**src/rtl/irq_pkg.sv**
```systemverilog
// Shared constants, state encoding and arbitration helper for the interrupt controller.
package irq_pkg;

   localparam int N_SRC = 3;

   // Register addresses
   localparam logic [1:0] ADDR_ENABLE  = 2'd0;
   localparam logic [1:0] ADDR_PENDING = 2'd1;
   localparam logic [1:0] ADDR_STATUS  = 2'd2;
   localparam logic [1:0] ADDR_CONTROL = 2'd3;

   // CONTROL bit positions
   localparam int CTRL_GEN_BIT = 0;
   localparam int CTRL_RR_BIT  = 1;

   // STATUS bit positions
   localparam int STAT_STATE_LSB = 0;  // 2 bits
   localparam int STAT_ISV_LSB   = 2;  // 2 bits
   localparam int STAT_VLD_BIT   = 4;

   // Round-robin pointer value after reset, so the first search starts at source 0
   localparam logic [1:0] RR_RESET = 2'd2;

   typedef enum logic [1:0] {
      ST_IDLE    = 2'd0,
      ST_REQ     = 2'd1,
      ST_SERVICE = 2'd2
   } state_e;

   // Picks the first eligible source, searching upward from a start index with wrap.
   // Fixed mode starts at 0, which makes the lowest index (the timer) the winner.
   function automatic logic [1:0] arb_pick(input logic [N_SRC-1:0] elig,
                                           input logic             rr,
                                           input logic [1:0]       last);
      logic [1:0] start;
      logic [1:0] idx;
      arb_pick = 2'd0;
      start    = (rr && last != 2'd2) ? last + 2'd1 : 2'd0;
      // Walk from the far end back toward the start so the earliest candidate wins.
      for (int k = N_SRC - 1; k >= 0; k--) begin
         idx = 2'((int'(start) + k) % N_SRC);
         if (elig[idx]) arb_pick = idx;
      end
   endfunction

endpackage

```
**src/rtl/irq_edge_sync.sv**
```systemverilog
// Two-flop synchronizer followed by a rising-edge detector for one interrupt line.
// The rise pulse is high for the one cycle where the synchronized level first reads 1,
// so a held level produces a single pulse.
module irq_edge_sync (
   input  logic clk_i,
   input  logic rst_ni,
   input  logic d_i,
   output logic rise_o
);

   logic s1_q, s2_q, s3_q;

   // Synchronizer chain plus the delayed copy used for edge detection
   always_ff @(posedge clk_i or negedge rst_ni) begin
      if (!rst_ni) begin
         s1_q <= 1'b0;
         s2_q <= 1'b0;
         s3_q <= 1'b0;
      end else begin
         s1_q <= d_i;
         s2_q <= s1_q;
         s3_q <= s2_q;
      end
   end

   assign rise_o = s2_q & ~s3_q;

endmodule

```
**src/rtl/irq_controller.sv**
```systemverilog
// Three-source interrupt controller: edge-conditioned inputs, CPU register file,
// fixed or round-robin arbitration and an IDLE/REQ/SERVICE request FSM.
// Handshake: irq_req stays high with irq_vec stable until the CPU pulses irq_ack
// (accepted only in REQ); irq_eoi (accepted only in SERVICE) ends the handler.
module irq_controller
   import irq_pkg::*;
(
   input  logic             clk,
   input  logic             reset,
   input  logic [N_SRC-1:0] irq_in,
   input  logic             cfg_we,
   input  logic [1:0]       cfg_addr,
   input  logic [7:0]       cfg_wdata,
   output logic [7:0]       cfg_rdata,
   output logic             irq_req,
   output logic [1:0]       irq_vec,
   input  logic             irq_ack,
   input  logic             irq_eoi
);

   logic [N_SRC-1:0] rise;
   logic [N_SRC-1:0] en_q, pend_q, pend_d;
   logic [1:0]       ctrl_q;
   state_e           state_q, state_d;
   logic [1:0]       vec_q, vec_d;
   logic [1:0]       last_q, last_d;
   logic [1:0]       isv_vec_q, isv_vec_d;
   logic             isv_vld_q, isv_vld_d;
   logic [N_SRC-1:0] eligible, ack_clr, w1c;
   logic [1:0]       winner;

   for (genvar g = 0; g < N_SRC; g++) begin : g_sync
      irq_edge_sync u_sync (
         .clk_i  (clk),
         .rst_ni (reset),
         .d_i    (irq_in[g]),
         .rise_o (rise[g])
      );
   end

   // Eligibility, arbitration winner and write-1-clear mask
   always_comb begin
      eligible = ctrl_q[CTRL_GEN_BIT] ? (pend_q & en_q) : '0;
      winner   = arb_pick(eligible, ctrl_q[CTRL_RR_BIT], last_q);
      w1c      = (cfg_we && cfg_addr == ADDR_PENDING) ? cfg_wdata[N_SRC-1:0] : '0;
   end

   // Request FSM next state, latched vector, in-service tracking and ack-driven clear
   always_comb begin
      state_d   = state_q;
      vec_d     = vec_q;
      last_d    = last_q;
      isv_vec_d = isv_vec_q;
      isv_vld_d = isv_vld_q;
      ack_clr   = '0;
      case (state_q)
         ST_IDLE: begin
            if (|eligible) begin
               state_d = ST_REQ;
               vec_d   = winner;
            end
         end
         ST_REQ: begin
            // A source that lost eligibility withdraws the request even if ack arrives together
            if (!eligible[vec_q]) begin
               state_d = ST_IDLE;
            end else if (irq_ack) begin
               state_d        = ST_SERVICE;
               ack_clr[vec_q] = 1'b1;
               isv_vec_d      = vec_q;
               isv_vld_d      = 1'b1;
               last_d         = vec_q;
            end
         end
         ST_SERVICE: begin
            if (irq_eoi) begin
               state_d   = ST_IDLE;
               isv_vld_d = 1'b0;
            end
         end
         default: state_d = ST_IDLE;
      endcase
      // A new edge on the same cycle as a clear keeps the bit set
      pend_d = (pend_q & ~(w1c | ack_clr)) | rise;
   end

   // Register file and FSM state
   always_ff @(posedge clk or negedge reset) begin
      if (!reset) begin
         en_q      <= '0;
         pend_q    <= '0;
         ctrl_q    <= '0;
         state_q   <= ST_IDLE;
         vec_q     <= 2'd0;
         last_q    <= RR_RESET;
         isv_vec_q <= 2'd0;
         isv_vld_q <= 1'b0;
      end else begin
         if (cfg_we && cfg_addr == ADDR_ENABLE)  en_q   <= cfg_wdata[N_SRC-1:0];
         if (cfg_we && cfg_addr == ADDR_CONTROL) ctrl_q <= cfg_wdata[1:0];
         pend_q    <= pend_d;
         state_q   <= state_d;
         vec_q     <= vec_d;
         last_q    <= last_d;
         isv_vec_q <= isv_vec_d;
         isv_vld_q <= isv_vld_d;
      end
   end

   // Combinational register read; unused bits read as zero
   always_comb begin
      cfg_rdata = 8'h00;
      case (cfg_addr)
         ADDR_ENABLE:  cfg_rdata[N_SRC-1:0] = en_q;
         ADDR_PENDING: cfg_rdata[N_SRC-1:0] = pend_q;
         ADDR_STATUS: begin
            cfg_rdata[STAT_STATE_LSB +: 2] = state_q;
            cfg_rdata[STAT_ISV_LSB +: 2]   = isv_vec_q;
            cfg_rdata[STAT_VLD_BIT]        = isv_vld_q;
         end
         default:      cfg_rdata[1:0] = ctrl_q;
      endcase
   end

   assign irq_req = (state_q == ST_REQ);
   assign irq_vec = vec_q;

endmodule

```
**config.mk**
```make
export PLATFORM = sky130hd
export DESIGN_NAME = irq_controller
export DESIGN_NICKNAME = d
export VERILOG_FILES = /design/src/rtl/irq_pkg.sv /design/src/rtl/irq_edge_sync.sv /design/src/rtl/irq_controller.sv
export SDC_FILE = /design/constraint.sdc
export NUM_CORES = 1
export LEC_CHECK = 0
export CORE_MARGIN = 2
export CORE_UTILIZATION = 49
export CTS_CLUSTER_DIAMETER = 50
export DETAILED_ROUTE_END_ITERATION = 10
export PLACE_DENSITY = 0.76
export SKIP_LAST_GASP = 1
export SYNTH_ARGS = -nofsm -noshare
export SYNTH_HDL_FRONTEND = slang
export SYNTH_HIERARCHICAL = 1
export SYNTH_SLANG_ARGS = --single-unit
```
**constraint.sdc**
```tcl
create_clock -name clk -period 2.67 [get_ports clk]
set_input_delay 0.534 -clock clk [delete_from_list [all_inputs] [get_ports clk]]
set_output_delay 0.534 -clock clk [all_outputs]
set_load 0.02 [all_outputs]
```
# --- Word-level counts from Yosys, hierarchy flattened ---
# Cells that the tools add are included.
word_totals:
  regBits: 26
  input_bits: 18
classes:
  n_addsub: 3
  div: 3
  n_lt_le_gt_ge: 5
  eq_ne: 11
  mux: 31
  bitwise_logic: 11
  reduce_logical: 13
op_table:
  columns: ["operator", "n"]
  rows:
  - ["32-bit by 3-bit remainder unit with 32-bit output (second input constant)", 2]
  - ["3-bit by 3-bit remainder unit with 32-bit output (second input constant)", 1]
  - ["2-bit two-way mux", 9]
  - ["3-bit two-way mux", 5]
  - ["2-bit by 3-bit < comparator with 1-bit output (second input constant)", 4]
  - ["2-bit case mux with 3 select lines", 2]
  - ["1-bit binary-select mux with 2-bit select", 4]
  - ["1-bit two-way mux", 8]
  - ["3-bit AND", 2]
  - ["2-bit equality test (second input constant)", 3]
  - ["2-bit inequality test (second input constant)", 3]
  - ["3-bit bitwise OR", 2]
  - ["3-bit AND reduction", 2]
  - ["1-bit logical AND", 5]
  - ["2-bit by 1-bit equality test with 1-bit output (second input constant)", 2]
  - ["2-bit logical NOT", 2]
  - ["2-bit by 1-bit inequality test with 1-bit output (second input constant)", 2]
  - ["4-bit AND reduction", 1]
  - ["2-bit by 1-bit adder with 3-bit output (second input constant)", 1]
  - ["2-bit by 2-bit adder with 3-bit output (second input constant)", 1]
  - ["1-bit AND", 3]
  - ["3-bit inequality test (second input constant)", 1]
  - ["1-bit NOT", 3]
  - ["3-bit NOT", 1]
  - ["other kinds (8)", 8]

# --- Logic depth before layout (Yosys ltp) ---
logic_depth:
  ltp_word: 11
  ltp_mapped: 10

# --- Modules after synthesis ---
# Netlist, hierarchy kept.
modules_own_cells:
  columns: ["module", "instances", "cells_per_inst", "area_per_inst_um2", "seq_area_each_um2"]
  rows:
  - ["irq_controller", 1, 101, 1064.8, 401.6]
  - ["irq_edge_sync", 3, 4, 88.8, 75.1]

# --- Worst setup path before layout ---
# OpenSTA, ideal clock, no wires.
synth_path:
  path_type: "reg2reg"
  startpoint: "register last_q[1]"
  endpoint: "register vec_q[0], in the netlist irq_vec[0]"
  setup_ns: 0.123
  t_arrival_ns: 1.949
  slack_ns: 0.598
  stages_incl_launch_ff: 8
  n_path_buf: 0
  synth_period_minus_slack_ns: 2.072
  path_cell_list: "dfstp_2 > ha_1 > or2_2 > ha_1 > nand4b_1 > o21ai_0 > nor3_1 > o221a_1"
synth_between:
  elab_chain_cells: 10
  word_cells_on_any_way: 18
synth_lines:
  columns: ["item", "line_no", "text"]
  rows:
  - ["start, declared", "irq_controller.sv:26", "logic [1:0] last_q, last_d;"]
  - ["start signal, assigned", "irq_controller.sv:104", "last_q <= last_d;"]
  - ["branches (longest 2 deep; another with 2-bit by 1-bit adder with 2-bit output)", null, null]
  - ["2-bit two-way mux (*)", "irq_pkg.sv:38", "start = (rr && last != 2'd2) ? last + 2'd1 : 2'd0;"]
  - ["2-bit by 2-bit adder with 3-bit output", "irq_pkg.sv:41", "idx = 2'((int'(start) + k) % N_SRC);"]
  - ["32-bit by 3-bit remainder unit with 32-bit output", "irq_pkg.sv:41", null]
  - ["1-bit binary-select mux with 2-bit select", "irq_pkg.sv:42", "if (elig[idx]) arb_pick = idx;"]
  - ["1-bit two-way mux (not written as such)", "irq_pkg.sv:42", null]
  - ["2-bit two-way mux (2 in series)", "irq_pkg.sv:42", null]
  - ["2-bit two-way mux (*)", "irq_pkg.sv:42", null]
  - ["end signal, assigned", "irq_controller.sv:103", "vec_q <= vec_d;"]
  - ["end, declared", "irq_controller.sv:25", "logic [1:0] vec_q, vec_d;"]
# Every way passes the cells marked *. The select of a mux whose other input is x is not followed.
# A chain may end at the register's enable or synchronous reset.

# --- Final worst setup path ---
layout_path:
  startpoint: "input cfg_addr[1]"
  endpoint: "output cfg_rdata[3]"
layout_between:
  elab_chain_cells: 2
layout_lines:
  columns: ["item", "line_no", "text"]
  rows:
  - ["start, declared", "irq_controller.sv:12", "input logic [1:0] cfg_addr,"]
  - ["2-bit equality test", "irq_controller.sv:113", "case (cfg_addr)"]
  - ["2-bit two-way mux", "irq_controller.sv:113", null]
  - ["end, declared", "irq_controller.sv:14", "output logic [7:0] cfg_rdata,"]
# Every way passes these cells.

==> flow_metrics.tcl <==
set metrics [dict create \
    status "completed" \
    postPlaceCellArea_um2 1560 \
    antenna_found_initial 0 \
    fp.dieArea_um2 3150 \
    cpPeakStageDelay_ns 0.60 \
    crit_top_cell "clkdlybuf4s50_1" \
    cp-end-kind "output port" \
    cts_tree "done" \
    start_kind "input port" \
    synth_flop_cell "dfrtp_1" \
    slowest_stage "clkdlybuf4s50_1" \
    grt_start_max_net_pins 26 \
    postLayoutCellArea_um2 1600 \
    synthArstFlopShare_pct 100 \
    clk_latency_ns 0.33 \
    drive_above_1_share_pct 22.8 \
    crit_required_ns 2.14 \
    crit_arrival_ns 2.10 \
    vias 972 \
    wl_um 2490 \
    cts_root_buf "clkbuf_4" \
    multiInputGateArea_um2 651 \
    synth_area_um2 1330 \
    crit_type "input port to output port" \
    drtIter0Drc 36 \
    finalCritPeriodShare_pct 98.6 \
    tns_ns 0 \
    firstDrtPassIters 4 \
    fmax_mhz 380 \
    synth_warnings 6 \
    power_density_nw_per_um2 792 \
    setup_ws_ns 0.0364 \
    clock-sinks 25 \
    io_pins 29 \
    synth.ff_latch_count 25 \
    post_cts_buffers 0 \
    antenna_left 0 \
    maxSlewViolCount 0 \
    htree_levels 1 \
    fin_cells 166 \
    avgViaCountPerCell 5.86 \
    hp-class "register to register" \
    io_buffer_count 20 \
    ys_types 47 \
    synth.avg_cell_area_um2 11.8 \
    start_util_pct 52.8 \
    place_hpwl_um 1800 \
    syn-instance-count 113 \
    synth_top_area_share_pct 45.1 \
    fin_crit_ns 2.63 \
    path_clk_slew_ns 0.15 \
    yosysTopAreaCell "dfrtp_1" \
    crit_chain "clkdlybuf4s50_1 > nor2b_2 > and2_1 > clkdlybuf4s50_1" \
    areaGrowthSynthToFinish_pct 20.0 \
    hold_viol_final 0 \
    synth-edff-count 0 \
    rsz0062_at_grt "true" \
    drc 0 \
    grt_overflow_total 0 \
    wl_per_cell_um 15.0 \
    n_antenna_cell 0 \
    grt_pass1_vias 924 \
    place_congestion 0.845 \
    num-fill-cells 211 \
    ys_seq_area_share_pct 47.1 \
    die_h_um 56.1 \
    clk_path_buf_depth 2 \
    netlist_top_cells_count "dfrtp_1, nand2_1, o21ai_0" \
    nets 158 \
    cts_buffers 3 \
    synth.area.top_cells "dfrtp_1, mux2_2, nor2b_4" \
    pre_cts_ws_ns -0.0910 \
    p_leak_nw 0.730 \
    core_area_um2 2520 \
    fin_worst_skew_ns 0.00447 \
    rrSetupSlack_ns 0.42 \
    seqCellArea_um2 627 \
    grt_pass1_wl_um 4200 \
    vdd_drop_max_uv 785 \
    maxCapViolCount 0 \
    rows 18 \
    die_w_um 56.1 \
    cts_hold_buf 0 \
    dp.cells 162 \
    crit_fanout 5 \
    grt_use_total_pct 16.9 \
    setup_violations 0 \
    yosys.cell_count.top_type "dfrtp_1" \
]
-- registers in the layout (all words and copies together) (netlist names), 3 cells and up --
name,flops
g_sync.u_sync/s3_q,3
pend_q,3
g_sync.u_sync/s1_q,3
g_sync.u_sync/s2_q,3
en_q,3
-- kinds of logic (layout without fill, tap and decap cells) --
kind of cell | after synthesis | after routing | share of synthesized area, %
simple gates | 37 | 37 | 20.8
compound gates | 26 | 26 | 14.8
flops | 25 | 25 | 47.1
buf+inv | 12 | 33 | 4.79
mux | 9 | 9 | 9.49
fa+ha+maj | 3 | 3 | 2.82
other cells | 1 | 3 | 0.282
-- through the flow --
stage                     hold WS [ns]  util [%]  power (W)
after floorplan                  0.238         -   0.000917
after global placement           0.333      61.8    0.00107
after detailed placement         0.335      61.8    0.00108
after CTS                        0.369      62.9    0.00127
after global routing             0.380      63.3    0.00135
final                            0.367      63.3    0.00127
-- final timing paths --
path / startpoint / end / depth (start not counted)
setup / recovery: cfg_addr[1] / cfg_rdata[3] / 4
hold / removal: g_sync[2].u_sync/s1_q / g_sync[2].u_sync/s2_q / 0
setup reg to reg: last_q[0] / irq_vec[0] / 9
hold reg to reg: g_sync[2].u_sync/s1_q / g_sync[2].u_sync/s2_q / 0
max in group asynchronous: reset / last_q[1] / 2
min in group asynchronous: reset / g_sync[0].u_sync/s1_q / 2
-- per-layer routing --
layer  track usage (%)  up-vias  share of wire [%]
li1                  -      459                  -
met1              24.5      480                 49
met2              26.2       29                 45
met3              3.26        4                4.7
met4              4.08        0               0.92
met5                 0        -                  0
-- power breakdown --
group / switching, W / leakage, nW / internal (W)
Sequential: 0.000105 / 0.292 / 0.000455
Combinational: 0.000249 / 0.420 / 0.000268
Clock: 0.000127 / 0.0183 / 0.0000611
Total: 0.000481 / 0.730 / 0.000785
-- cells in the final DEF, fill, tap and decap left out, drive strengths merged, types with 2 or more instances in the layout --
cell / count
nand3: 4
dfrtp: 24
conb: 3
clkdlybuf4s50: 16
nor2: 2
nor2b: 5
nand3b: 2
dlymetal6s2s: 3
mux4: 2
a31o: 2
clkbuf: 3
a21oi: 2
mux2: 6
and2: 2
inv: 7
buf: 3
nand2: 8
o22ai: 2
and4bb: 2
nor3: 2
ha: 3
o21ai: 7
nand2b: 2
a21o: 3
nand4: 2
-- critical path: cells and delay by family --
kind          cells  cell delay [ns]
buf+inv           2             1.16
simple gates      2             0.40
-- what timing repair did --
item,4_1_cts,5_1_grt
hold endpoints to repair,0,0
resized for setup,1,4
setup endpoints to repair,1,4
pin swaps,0,0
-- layout make-up --
cell class	count	area share, %
timing repair buffer	23	14.3
tap	30	2.35
clock buffer	3	1.41
inverter	6	1.41
multi-input combinational	78	40.7
sequential	25	39.2
clock inverter	1	0.548
(Power assumes the default switching activity.)
